File: src/rtl/pwr_switch_emu_pkg.sv
// Shared types and constants for the power-switch emulator.
package pwr_switch_emu_pkg;

    // Per-domain switch state
    typedef enum logic [1:0] {
        OFF       = 2'd0,
        RAMP_UP   = 2'd1,
        ON        = 2'd2,
        RAMP_DOWN = 2'd3
    } pwr_sw_state_e;

    // Latency of the legacy fixed 16-stage delay line (15 -> 16 cycles)
    localparam int DEFAULT_SWITCH_LAT = 15;

endpackage

File: src/rtl/pwr_switch_emu_chan.sv
// One emulated power domain: state machine, latency down-counter and
// registered ack / busy / abort outputs.
module pwr_switch_emu_chan
    import pwr_switch_emu_pkg::*;
#(
    parameter int CNT_W    = 8,
    parameter bit RESET_ON = 1'b1
) (
    input  logic             clk_i,
    input  logic             rst_ni,
    input  logic             switch_n_i,
    input  logic             hold_i,
    input  logic [CNT_W-1:0] lat_on_i,
    input  logic [CNT_W-1:0] lat_off_i,
    output logic             switch_ack_n_o,
    output logic             busy_o,
    output logic             abort_o
);

    localparam pwr_sw_state_e RST_STATE = RESET_ON ? ON : OFF;

    pwr_sw_state_e    r_state, w_state;
    logic [CNT_W-1:0] r_cnt, w_cnt;
    logic             r_ack_n, w_ack_n;
    logic             r_abort, w_abort;
    logic             r_busy,  w_busy;

    // Next-state logic; hold freezes everything and suppresses abort
    always_comb begin
        w_state = r_state;
        w_cnt   = r_cnt;
        w_ack_n = r_ack_n;
        w_abort = 1'b0;
        if (!hold_i) begin
            unique case (r_state)
                OFF: begin
                    if (!switch_n_i) begin
                        w_state = RAMP_UP;
                        w_cnt   = lat_on_i;
                    end
                end
                RAMP_UP: begin
                    // Reversal beats completion when both land on one edge
                    if (switch_n_i) begin
                        w_state = OFF;
                        w_abort = 1'b1;
                    end else if (r_cnt == '0) begin
                        w_state = ON;
                        w_ack_n = 1'b0;
                    end else begin
                        w_cnt = r_cnt - CNT_W'(1);
                    end
                end
                ON: begin
                    if (switch_n_i) begin
                        w_state = RAMP_DOWN;
                        w_cnt   = lat_off_i;
                    end
                end
                RAMP_DOWN: begin
                    if (!switch_n_i) begin
                        w_state = ON;
                        w_abort = 1'b1;
                    end else if (r_cnt == '0) begin
                        w_state = OFF;
                        w_ack_n = 1'b1;
                    end else begin
                        w_cnt = r_cnt - CNT_W'(1);
                    end
                end
                default: w_state = r_state;
            endcase
        end
        w_busy = (w_state == RAMP_UP) || (w_state == RAMP_DOWN);
    end

    // State and output registers; reset lands in the domain's power-up state
    always_ff @(posedge clk_i or negedge rst_ni) begin
        if (!rst_ni) begin
            r_state <= RST_STATE;
            r_cnt   <= '0;
            r_ack_n <= ~RESET_ON;
            r_abort <= 1'b0;
            r_busy  <= 1'b0;
        end else begin
            r_state <= w_state;
            r_cnt   <= w_cnt;
            r_ack_n <= w_ack_n;
            r_abort <= w_abort;
            r_busy  <= w_busy;
        end
    end

    assign switch_ack_n_o = r_ack_n;
    assign busy_o         = r_busy;
    assign abort_o        = r_abort;

endmodule

File: src/rtl/pwr_switch_emu.sv
// Power-switch emulator top: one independent channel per power domain.
module pwr_switch_emu
    import pwr_switch_emu_pkg::*;
#(
    parameter int                     NUM_DOMAINS   = 3,
    parameter int                     CNT_W         = 8,
    parameter logic [NUM_DOMAINS-1:0] RESET_ON_MASK = '1
) (
    input  logic                         clk_i,
    input  logic                         rst_ni,
    input  logic [NUM_DOMAINS-1:0]       switch_n_i,
    input  logic [NUM_DOMAINS*CNT_W-1:0] lat_on_i,
    input  logic [NUM_DOMAINS*CNT_W-1:0] lat_off_i,
    input  logic [NUM_DOMAINS-1:0]       hold_i,
    output logic [NUM_DOMAINS-1:0]       switch_ack_n_o,
    output logic [NUM_DOMAINS-1:0]       busy_o,
    output logic [NUM_DOMAINS-1:0]       abort_o
);

    logic [NUM_DOMAINS-1:0][CNT_W-1:0] w_lat_on;
    logic [NUM_DOMAINS-1:0][CNT_W-1:0] w_lat_off;

    for (genvar g = 0; g < NUM_DOMAINS; g++) begin : g_dom
        assign w_lat_on[g]  = lat_on_i[g*CNT_W +: CNT_W];
        assign w_lat_off[g] = lat_off_i[g*CNT_W +: CNT_W];

        pwr_switch_emu_chan #(
            .CNT_W    (CNT_W),
            .RESET_ON (RESET_ON_MASK[g])
        ) u_chan (
            .clk_i          (clk_i),
            .rst_ni         (rst_ni),
            .switch_n_i     (switch_n_i[g]),
            .hold_i         (hold_i[g]),
            .lat_on_i       (w_lat_on[g]),
            .lat_off_i      (w_lat_off[g]),
            .switch_ack_n_o (switch_ack_n_o[g]),
            .busy_o         (busy_o[g]),
            .abort_o        (abort_o[g])
        );
    end

endmodule

File: config.mk
export PLATFORM = sky130hd
export DESIGN_NAME = pwr_switch_emu
export DESIGN_NICKNAME = d
export VERILOG_FILES = /design/src/rtl/pwr_switch_emu_pkg.sv /design/src/rtl/pwr_switch_emu_chan.sv /design/src/rtl/pwr_switch_emu.sv
export SDC_FILE = /design/constraint.sdc
export NUM_CORES = 1
export LEC_CHECK = 0
export CAP_MARGIN = 20
export CORE_MARGIN = 3
export CORE_UTILIZATION = 45
export DETAILED_ROUTE_END_ITERATION = 8
export PLACE_DENSITY_LB_ADDON = 0.08
export SLEW_MARGIN = 20
export SYNTH_ARGS = -nofsm -noshare
export SYNTH_HDL_FRONTEND = slang
export SYNTH_SLANG_ARGS = --single-unit
export TNS_END_PERCENT = 10
File: constraint.sdc
create_clock -name clk_i -period 1.7 [get_ports clk_i]
set_clock_uncertainty 0.1 [all_clocks]
set_input_delay 0.17 -clock clk_i [delete_from_list [all_inputs] [get_ports clk_i]]
set_output_delay 0.17 -clock clk_i [all_outputs]
set_load 0.01 [all_outputs]
# Word-level counts from Yosys, hierarchy flattened
# Cells that the tools add are included.
[word_totals] in_bits=56 out_inout_bits=9 word_cells=141 ff_bits=39
[classes] n_bitwise=3 n_mux=69 n_addsub=3 eq_ne=33 reduce_logical=18
[ops] operator="8-bit two-way mux" n=15
[ops] operator="8-bit one-hot mux with 4 select lines" n=3
[ops] operator="2-bit two-way mux" n=21
[ops] operator="8-bit zero test" n=3
[ops] operator="2-bit != test, second input constant" n=12
[ops] operator="2-bit one-hot mux with 4 select lines" n=3
[ops] operator="8-bit by 1-bit subtractor with 8-bit output, second input constant" n=3
[ops] operator="1-bit two-way mux" n=21
[ops] operator="2-bit == test, second input constant" n=9
[ops] operator="6-bit AND reduction" n=3
[ops] operator="5-bit AND reduction" n=3
[ops] operator="2-bit by 1-bit == test with 1-bit output, second input constant" n=6
[ops] operator="2-bit by 1-bit != test with 1-bit output, second input constant" n=6
[ops] operator="1-bit one-hot mux with 2 select lines" n=6
[ops] operator="2-bit zero test" n=3
[ops] operator="2-bit nonzero test" n=3
[ops] operator="1-bit logical OR" n=3
[ops] operator="1-bit NOT" n=3

# Depth between registers and ports, before layout
# Gate-level depths: netlist (run 1).
[logic_depth] depth_word=7 depth_mapped=7 ltp_nobuf=6

# Hierarchy
# Synthesis (run 1) repeated with hierarchy kept, for this count alone.
[hier_totals] cells_unflattened=268 area_unflattened_um2=2521.2
[modules_own_cells] module="pwr_switch_emu_chan at g_dom[0].u_chan ..." n_inst=2 seq_area_each_um2=301.5 cells_each=88 area_per_inst_um2=844.6
[modules_own_cells] module="pwr_switch_emu_chan at g_dom[2].u_chan" n_inst=1 seq_area_each_um2=301.5 cells_each=92 area_per_inst_um2=832.0

# Least setup slack after synthesis (run 1)
# OpenSTA, ideal clock, no wires.
[synth_path] kind="flip-flop to flip-flop" startpoint="register g_dom[2].u_chan.r_cnt[0]" endpoint="register g_dom[2].u_chan.r_cnt[4]" arrival_time_ns=1.703 synth_period_minus_slack_ns=1.890 setup_slack_ns=-0.190 n_path_buf=0 stages_incl_launch_ff=6 required_time_ns=1.513 setup_time_ns=0.087 path_cell_list="dfrtp_1 -> inv_1 -> ha_1 -> or3b_2 -> or3b_2 -> o211ai_1"
[synth_via] elab_chain_len=4 word_cells_on_any_way=6 cone_classes="add/sub: 1; mux: 4; reduce/logical: 1"
[synth_rtl] element="start: declaration" line="pwr_switch_emu_chan.sv:23" source="logic [CNT_W-1:0] r_cnt, w_cnt;"
[synth_rtl] element="start signal: assignment" line="pwr_switch_emu_chan.sv:87" source="r_cnt <= w_cnt;"
[synth_rtl] element="8-bit by 1-bit subtractor with 8-bit output or 8-bit zero test (tied branches)"
[synth_rtl] element="8-bit two-way mux (*)" line="pwr_switch_emu_chan.sv:47, pwr_switch_emu_chan.sv:64"
[synth_rtl] element="8-bit two-way mux (on tied branches)" line="pwr_switch_emu_chan.sv:61, pwr_switch_emu_chan.sv:44"
[synth_rtl] element="8-bit one-hot mux with 4 select lines (*)" line="pwr_switch_emu_chan.sv:35" source="unique case (r_state)"
# Every way passes the cells marked *; elsewhere a longest branch is shown, timed or not. The select of a mux whose other input is x is not followed.
# A chain may end at the register's enable or synchronous reset.

# Final worst setup path (run 1)
[layout_path] startpoint="register g_dom[1].u_chan.r_cnt[1]" endpoint="register g_dom[1].u_chan.r_cnt[5]"
[layout_via] elab_chain_len=4 word_cells_on_any_way=6 cone_classes="add/sub: 1; mux: 4; reduce/logical: 1"
[layout_rtl] element="start: declaration" line="pwr_switch_emu_chan.sv:23"
[layout_rtl] element="start signal: assignment" line="pwr_switch_emu_chan.sv:87"
[layout_rtl] element="8-bit by 1-bit subtractor with 8-bit output or 8-bit zero test (tied branches)"
[layout_rtl] element="8-bit two-way mux (*)" line="pwr_switch_emu_chan.sv:47, pwr_switch_emu_chan.sv:64"
[layout_rtl] element="8-bit two-way mux (on tied branches)" line="pwr_switch_emu_chan.sv:61, pwr_switch_emu_chan.sv:44"
[layout_rtl] element="8-bit one-hot mux with 4 select lines (*)" line="pwr_switch_emu_chan.sv:35"
# Marks and branches as above.

==> impl_metrics.yaml, run 1 <==
outcome:
  outcome: "complete, but fails checks"
  violations: "setup timing"
clock_tree:
  path_clk_slew_ps: 80
  numCtsBuffers: 5
  cts_max_path_buffers: 2
  h-tree-depth: 2
  cts-root-buf: "clkbuf_8"
  cts_tree: "done"
  clock_sinks: 39
  insertion_delay_ps: 290
logic_synthesis:
  ys_types: 57
  syn_nets: 348
  synthArstFlopShare: 1.000
  yosys_warnings: 0
  syn_area_um2: 2611
  ys_top_cells_by_count: "dfrtp_1, nand2_1, o21ai_0"
  synthTopCellsByArea: "dfrtp_1, mux2i_1, o21ai_0"
  ys_ff_latch: 39
  synth_edf_count: 0
  synth.yosys.seq_area_share: 0.3752
  synth_most_common_cell: "dfrtp_1"
  synth_ff_type: "dfrtp_1"
  syn_avg_cell_area_um2: 9.130
  synth_top_area_share: 0.3450
  syn_inst: 286
  yosysTopAreaCell: "dfrtp_1"
route:
  drt-initial-drc-count: 79
  ant_nets: 0
  route.vias.total: 2577
  firstDrtPassIters: 4
  drcViolationCount: 0
  wl_um: 6974
  wl_per_cell_um: 14.81
  vias_per_cell: 5.471
final_layout:
  num-fill-cells: 438
  stdcell_count: 471
  n_antenna_cell: 0
  synthToLayoutAreaGrowth_pct: 53.43
  final_util: 0.7187
  drive_above_1_share: 0.3083
  nNetsFinal: 460
worst_setup_path:
  reg2reg_from: "g_dom[1].u_chan.r_cnt[1]"
  slowest_delay_ps: 510
  worstSetupPathType: "register to register"
  reg2reg_to: "g_dom[1].u_chan.r_cnt[5]"
  critPathLaunchType: "register"
  crit_path_max_fanout: 5
  crit_slowest_cell: "or4_4"
  ff2ff_setup_slack_ps: -100
  path_cells: "buf_6 > or4_4 > or3_1 > o21ai_2 > a221o_2"
  reg2reg_depth: 5
  crit_arrival_ps: 1940
  cpLargestDelayFamily: "simple AND/OR/NAND/NOR gates"
  crit_required_ps: 1830
  worst_setup_path_end_kind: "register"
  path_buf_inv: 1
placed_design:
  dp_cells: 454
  portBuffers: 64
  hpwl_um: 5027
  gp_congestion: 0.9252
sta:
  setup_ws_ps: -102.4
  finalMaxSlewViolations: 0
  finalCritPeriodShare: 1.060
  fin_crit_ps: 1802
  rsz0062_at_grt: "true"
  setup_tns_ps: -543.1
  worst_pin_slew_ps: 492.9
  fmax_mhz: 554.8
  setup_viol: 10
  hold_violations: 0
  slew_headroom: 0.6714
  holdWs_ps: 280.1
global_route:
  grt_use_total: 0.2125
  antenna_found_initial: 0
  grt_pass1_wl_um: 11160
  first_global_vias: 2452
  grt_max_degree: 27
  grt.overflow.total: 0
pwr:
  vdd_drop_max_mv: 0.7423
  power_leakage_uw: 0.001663
  power_density_nw_per_um2: 1171
die:
  start_util: 0.4685
  die-area_um2: 6753
  core_area_um2: 5574
  die_h_um: 82.18
  rows: 27
  pin_count: 65
  die_w_um: 82.18
hold_path:
  worstHoldPathType: "primary input to asynchronous set/reset pin"
run:
  max-cap-violations: 0
registers in the layout, indices dropped and copies added (netlist names):
| name | cells |
|---|---|
| g_dom.u_chan.r_cnt | 24 |
| g_dom.u_chan.switch_ack_n_o | 3 |
| g_dom.u_chan.r_state | 6 |
| g_dom.u_chan.busy_o | 3 |
| g_dom.u_chan.abort_o | 3 |
report_power, final:
| group | internal, uW | switching [uW] |
|---|---|---|
| Combinational | 1320 | 1030 |
| Clock | 475 | 333 |
| Sequential | 1210 | 323 |
layout make-up:
class / instances / area [um2] / area share
multi-input cells: 213 / 1625 / 0.4057
inverters: 12 / 45.04 / 0.01124
well taps: 72 / 90.09 / 0.02249
clock buffers: 6 / 82.58 / 0.02061
flip-flops and latches: 39 / 980.9 / 0.2448
repair buffers: 127 / 1147 / 0.2864
clock inverters: 2 / 35.03 / 0.008745
worst max-delay path by stage:
stage               slack (ps)                  endpoint  depth (start not counted)                     start
floorplan                  -50  g_dom[1].u_chan.r_cnt[4]                          6  g_dom[1].u_chan.r_cnt[1]
global placement          -170  g_dom[2].u_chan.r_cnt[2]                          5             switch_n_i[2]
detailed placement        -230  g_dom[2].u_chan.r_cnt[3]                          5             switch_n_i[2]
CTS                       -110  g_dom[1].u_chan.r_cnt[5]                          5  g_dom[1].u_chan.r_cnt[1]
global route              -150  g_dom[1].u_chan.r_cnt[7]                          6  g_dom[1].u_chan.r_cnt[0]
finish                    -100  g_dom[1].u_chan.r_cnt[5]                          5  g_dom[1].u_chan.r_cnt[1]
layer usage:
| layer | vias to the layer above | wire length, um | GRT usage | part of all wire |
|---|---|---|---|---|
| met5 | - | 0 | 0 | 0 |
| met4 | 0 | 72 | 0.04817 | 0.010 |
| met3 | 9 | 371 | 0.04555 | 0.053 |
| met2 | 62 | 3389 | 0.3643 | 0.49 |
| met1 | 1225 | 3141 | 0.2745 | 0.45 |
| li1 | 1281 | - | - | - |
cells in the final DEF (no fill, tap or decap), types with 4 or more instances in the layout:
cell type,instances
a21oi_1,10
buf_4,57
clkbuf_8,6
clkdlybuf4s50_1,63
dfrtp_1,35
ha_4,4
inv_1,6
inv_2,6
mux2_2,5
mux2i_1,22
nand2_1,29
nand3_1,5
nand3b_1,4
nor2_1,9
nor3_1,10
nor4_1,4
o211ai_1,12
o21ai_0,17
o21ai_1,9
or3_1,5
or3b_4,4
per-stage QoR:
step	cell area [um2]	power, uW	worst slack (ps)
after floorplan	2661	2634	-49.55
after global placement	3680	3466	-168.6
after detailed placement	3680	3530	-226.8
after CTS	3905	4523	-110.1
after global routing	4006	5027	-147.6
final	4006	4690	-102.4
cell families (layout without fill, tap and decap cells):
logic type | after synthesis | count (layout) | share of synthesized area
AND/OR/NAND/NOR | 99 | 99 | 0.2099
buffers and inverters | 35 | 147 | 0.07283
flip-flops | 39 | 39 | 0.3752
multiplexers | 27 | 27 | 0.1059
XOR/XNOR | 4 | 4 | 0.01342
AO/OA/AOI/OAI | 76 | 77 | 0.1941
adder cells (fa/ha/maj) | 6 | 6 | 0.02875
what timing repair did:
action,4_1_cts,5_1_grt
resized for setup,20,19
setup endpoints to repair,25,25
buffers inserted,2,5
endpoints found under the hold margin,18,0
gates cloned,1,0
pin swaps,3,7
hold buffers,1,0
No activity file was read; power rests on OpenSTA's default activity.
==> run 2, diff against run 1 <==
--- a/config.mk
+++ b/config.mk
@@ -6,10 +6,12 @@
 export NUM_CORES = 1
 export LEC_CHECK = 0
 export CAP_MARGIN = 20
-export CORE_MARGIN = 3
+export CORE_MARGIN = 4
 export CORE_UTILIZATION = 45
 export DETAILED_ROUTE_END_ITERATION = 8
+export GPL_TIMING_DRIVEN = 0
 export PLACE_DENSITY_LB_ADDON = 0.08
+export SKIP_CTS_REPAIR_TIMING = 1
 export SLEW_MARGIN = 20
 export SYNTH_ARGS = -nofsm -noshare
 export SYNTH_HDL_FRONTEND = slang
==> impl_metrics.yaml, run 2 (synthesis results as in run 1) <==
route:
  route.vias.total: 2509
  wl_um: 6809
  vias_per_cell: 5.600
  firstDrtPassIters: 4
  wl_per_cell_um: 15.20
  drt-initial-drc-count: 82
  drcViolationCount: 0
  ant_nets: 0
global_route:
  met2_usage: 0.3142
  grt_pass1_wl_um: 10750
  first_global_vias: 2359
  grt_use_total: 0.1849
  grt_use_met3: 0.04612
  antenna_found_initial: 0
  grt.overflow.total: 0
  grt_max_degree: 29
  busiest_layer: "met2"
  grt_use_met1: 0.2280
pwr:
  power.internal_uw: 2730
  clkPwrFrac: 0.185
  p_sw_uw: 1662
  comb_power_share: 0.444
  power_density_nw_per_um2: 1143
  p_sw_frac: 0.3784
  vdd_drop_max_mv: 0.6516
  power_leakage_uw: 0.001553
  seqPwrFrac: 0.371
worst_setup_path:
  crit_required_ps: 1780
  critPathLaunchType: "register"
  crit_arrival_ps: 1960
  crit_start: "g_dom[1].u_chan.r_cnt[0]"
  worstSetupPathType: "register to register"
  reg2reg_from: "g_dom[1].u_chan.r_cnt[0]"
  reg2reg_depth: 6
  crit_path_max_fanout: 8
  worst_setup_path_end_kind: "register"
outcome:
  outcome: "complete, but fails checks"
  violations: "setup timing"
run:
  max-cap-violations: 0
sta:
  finalMaxSlewViolations: 0
  fin_crit_ps: 1877
  hold_violations: 0
  setup_viol: 15
  slew_headroom: 0.6728
  worst_pin_slew_ps: 486.8
  rsz0062_at_grt: "true"
  finalCritPeriodShare: 1.104
  setup_ws_ps: -177.4
  fmax_mhz: 532.6
placed_design:
  dpl_worst_slack_ps: -351.6
  portBuffers: 64
  postPlaceCellArea_um2: 3407
  hpwl_um: 4834
  gp_congestion: 0.8968
die:
  pin_count: 65
  core_area_um2: 5574
  die_h_um: 84.18
  rows: 27
  die_w_um: 84.18
  start_util: 0.4685
  die-area_um2: 7085
clock_tree:
  h-tree-depth: 2
  cts_tree: "done"
  cts_max_path_buffers: 2
  cts-root-buf: "clkbuf_8"
  insertion_delay_ps: 300
  numCtsBuffers: 5
  path_clk_slew_ps: 90
  clock_sinks: 39
final_layout:
  max_flop_register: "g_dom.u_chan.r_cnt"
  n_antenna_cell: 0
  mostFrequentLayoutCell: "clkdlybuf4s50_1"
  synthToLayoutAreaGrowth_pct: 47.10
  layout_common_cells: "clkdlybuf4s50_1, dfrtp_1, nand2_1"
  final_cell_area_um2: 3841
  num-fill-cells: 450
  largestRegisters: "g_dom.u_chan.r_cnt x24, g_dom.u_chan.r_state x6"
  final_util: 0.6891
  largest_reg_flops: 24
  nNetsFinal: 437
  drive_above_1_share: 0.2660
hold_path:
  worstHoldPathType: "primary input to asynchronous set/reset pin"
run 2: power groups by stage:
stage | logic [uW] | clock network (uW) | registers (uW)
floorplan | 1150 | 0 | 1480
global placement | 1550 | 0 | 1550
detailed placement | 1590 | 0 | 1560
CTS | 1600 | 836 | 1540
global route | 2160 | 884 | 1670
finish | 1950 | 813 | 1630
run 2: stage by stage:
| stage | setup TNS [ps] | power (uW) | std cells | hold WS (ps) |
|---|---|---|---|---|
| 2_1_floorplan | -279.8 | 2634 | 286 | -225.6 |
| 3_3_place_gp | -30040 | 3101 | 422 | 393.8 |
| 3_5_place_dp | -6378 | 3148 | 423 | -17.18 |
| 4_1_cts | -3010 | 3975 | 431 | -353.8 |
| 5_1_grt | -2336 | 4718 | 448 | 202.4 |
| 6_report | -1195 | 4392 | 448 | 190.1 |
run 2: worst max-delay path: stages, from the launching register on:
cell	delay, ps
dfrtp_1	420
inv_2	80
ha_4	160
nor4b_4	130
a211o_4	370
buf_6	150
a221o_2	350
run 2: cell type report:
class	count	area, um2	share of cell area
Clock buffer	5	68.82	0.01792
Timing Repair Buffer	82	783.3	0.2039
Sequential cell	39	980.9	0.2554
Multi-Input combinational cell	212	1655	0.4309
Buffer	23	170.2	0.04430
Tap cell	72	90.09	0.02345
Inverter	12	45.04	0.01173
Clock inverter	3	47.55	0.01238
run 2: per-layer routing:
layer  vias to the layer above  wire length (um)
met5                         -                 0
met4                         0                95
met3                        10               410
met2                        75              3435
met1                      1199              2867
li1                       1225                 -
run 2: final timing paths:
kind | to | slack [ps]
setup / recovery | g_dom[1].u_chan.r_cnt[7] | -180
hold / removal | g_dom[0].u_chan.r_cnt[3] | 190
setup reg to reg | g_dom[1].u_chan.r_cnt[7] | -180
hold reg to reg | g_dom[1].u_chan.r_cnt[1] | 450
max in group asynchronous | g_dom[1].u_chan.r_state[1] | 780
min in group clk_i | g_dom[0].u_chan.r_cnt[7] | 410
==> run 3, diff against run 2 <==
==> constraint.sdc (replaced) <==
create_clock -name clk_i -period 1.65 [get_ports clk_i]
set_clock_uncertainty 0.1 [all_clocks]
set_input_delay 0.165 -clock clk_i [delete_from_list [all_inputs] [get_ports clk_i]]
set_output_delay 0.165 -clock clk_i [all_outputs]
set_load 0.01 [all_outputs]
==> impl_metrics.yaml, run 3 (synthesis results as in run 1) <==
outcome:
  outcome: "complete, but fails checks"
  violations: "setup timing"
final_layout:
  multiInputGateArea_um2: 1663
  final_cell_area_um2: 3852
  n_antenna_cell: 0
  largestRegisters: "g_dom.u_chan.r_cnt x24, g_dom.u_chan.r_state x6"
  num-fill-cells: 453
  layout_common_cells: "clkdlybuf4s50_1, dfrtp_1, nand2_1"
  seqCellArea_um2: 980.9
  max_flop_register: "g_dom.u_chan.r_cnt"
  synthToLayoutAreaGrowth_pct: 47.53
  nNetsFinal: 437
  mostFrequentLayoutCell: "clkdlybuf4s50_1"
  stdcell_count: 448
  drive_above_1_share: 0.2713
  largest_reg_flops: 24
placed_design:
  dp_cells: 423
  dpl_worst_slack_ps: -396.6
  gp_congestion: 0.8968
  portBuffers: 64
  postPlaceCellArea_um2: 3407
  hpwl_um: 4834
clock_tree:
  cts-root-buf: "clkbuf_8"
  cts_max_path_buffers: 2
  h-tree-depth: 2
  path_clk_slew_ps: 90
  clock_sinks: 39
  insertion_delay_ps: 300
  cts_tree: "done"
  numCtsBuffers: 5
worst_setup_path:
  worstSetupPathType: "register to register"
  crit_path_max_fanout: 8
  crit_required_ps: 1730
  critPathLaunchType: "register"
  crit_arrival_ps: 1960
  reg2reg_from: "g_dom[1].u_chan.r_cnt[0]"
  worst_setup_path_end_kind: "register"
  reg2reg_to: "g_dom[1].u_chan.r_cnt[7]"
  ff2ff_setup_slack_ps: -220
  reg2reg_depth: 6
route:
  drcViolationCount: 0
  vias_per_cell: 5.592
  wl_per_cell_um: 15.47
  ant_nets: 0
  route.vias.total: 2505
  wl_um: 6930
  drt-initial-drc-count: 82
  firstDrtPassIters: 4
die:
  die_w_um: 84.18
  start_util: 0.4685
  core_area_um2: 5574
  rows: 27
  die_h_um: 84.18
  die-area_um2: 7085
  pin_count: 65
global_route:
  first_global_vias: 2359
  grt.overflow.total: 0
  grt_pass1_wl_um: 10750
  grt_use_total: 0.1849
  met2_usage: 0.3142
  grt_max_degree: 29
  grt_use_met3: 0.04612
  busiest_layer: "met2"
  grt_use_met1: 0.2280
  antenna_found_initial: 0
sta:
  fmax_mhz: 533.8
  hold_violations: 0
  slew_headroom: 0.6597
  worst_pin_slew_ps: 506.2
  fin_crit_ps: 1873
  finalCritPeriodShare: 1.135
  setup_viol: 21
  rsz0062_at_grt: "true"
  setup_ws_ps: -223.5
  finalMaxSlewViolations: 0
  holdWs_ps: 184.3
pwr:
  power_density_nw_per_um2: 1181
  power.total_uw: 4548
  power_leakage_uw: 0.001558
  vdd_drop_max_mv: 0.7190
hold_path:
  worstHoldPathType: "primary input to asynchronous set/reset pin"
run:
  max-cap-violations: 0
==> run 3: cell count changes in the layout (fill, tap and decap cells not counted) <==
cell	delta
o21ai_1	-1
o21ai_2	+2
buf_4	-1
buf_6	+1
o21ai_0	-1
==> run 3: layer usage <==
metal | part of all wire | routed length [um] | vias to the layer above
li1 | - | - | 1225
met1 | 0.42 | 2930 | 1193
met2 | 0.51 | 3535 | 79
met3 | 0.057 | 397 | 8
met4 | 0.0094 | 65 | 0
met5 | 0 | 0 | -
==> run 3: worst max path at each step <==
stage / startpoint / endpoint / slack, ps
2_1_floorplan: g_dom[1].u_chan.r_cnt[1] / g_dom[1].u_chan.r_cnt[4] / -100
6_report: g_dom[1].u_chan.r_cnt[0] / g_dom[1].u_chan.r_cnt[7] / -220
3_5_place_dp: switch_n_i[2] / g_dom[2].u_chan.r_cnt[2] / -400
4_1_cts: g_dom[0].u_chan.r_cnt[0] / g_dom[0].u_chan.r_cnt[6] / -230
5_1_grt: g_dom[1].u_chan.r_cnt[0] / g_dom[1].u_chan.r_cnt[7] / -280
3_3_place_gp: rst_ni / g_dom[1].u_chan.switch_ack_n_o / -700
==> run 3: final cells by class <==
| cell class | instances | area share |
|---|---|---|
| inverter | 12 | 0.01169 |
| buffer | 23 | 0.04514 |
| tap | 72 | 0.02338 |
| multi-input combinational | 212 | 0.4316 |
| sequential | 39 | 0.2546 |
| timing repair buffer | 82 | 0.2033 |
| clock buffer | 5 | 0.01786 |
| clock inverter | 3 | 0.01234 |
==> run 3: worst max-delay path, stage by stage, from the launching register on <==
cell and delay [ps]:
dfrtp_1 420, inv_2 80, ha_4 160, nor4b_4 130, a211o_4 370, buf_6 150
a221o_2 350
==> run 3: per-stage QoR <==
stage	utilization	setup TNS (ps)
2_1_floorplan	-	-675.1
3_3_place_gp	0.6085	-33240
3_5_place_dp	0.6112	-7867
4_1_cts	0.6321	-4460
5_1_grt	0.6911	-3562
6_report	0.6911	-2083
==> run 3: power by group <==
group	leakage (uW)	internal, uW	switching [uW]	total (uW)
combinational	0.00104	1110	915	2030
sequential	0.000455	1250	437	1680
clock	0.0000587	458	377	835
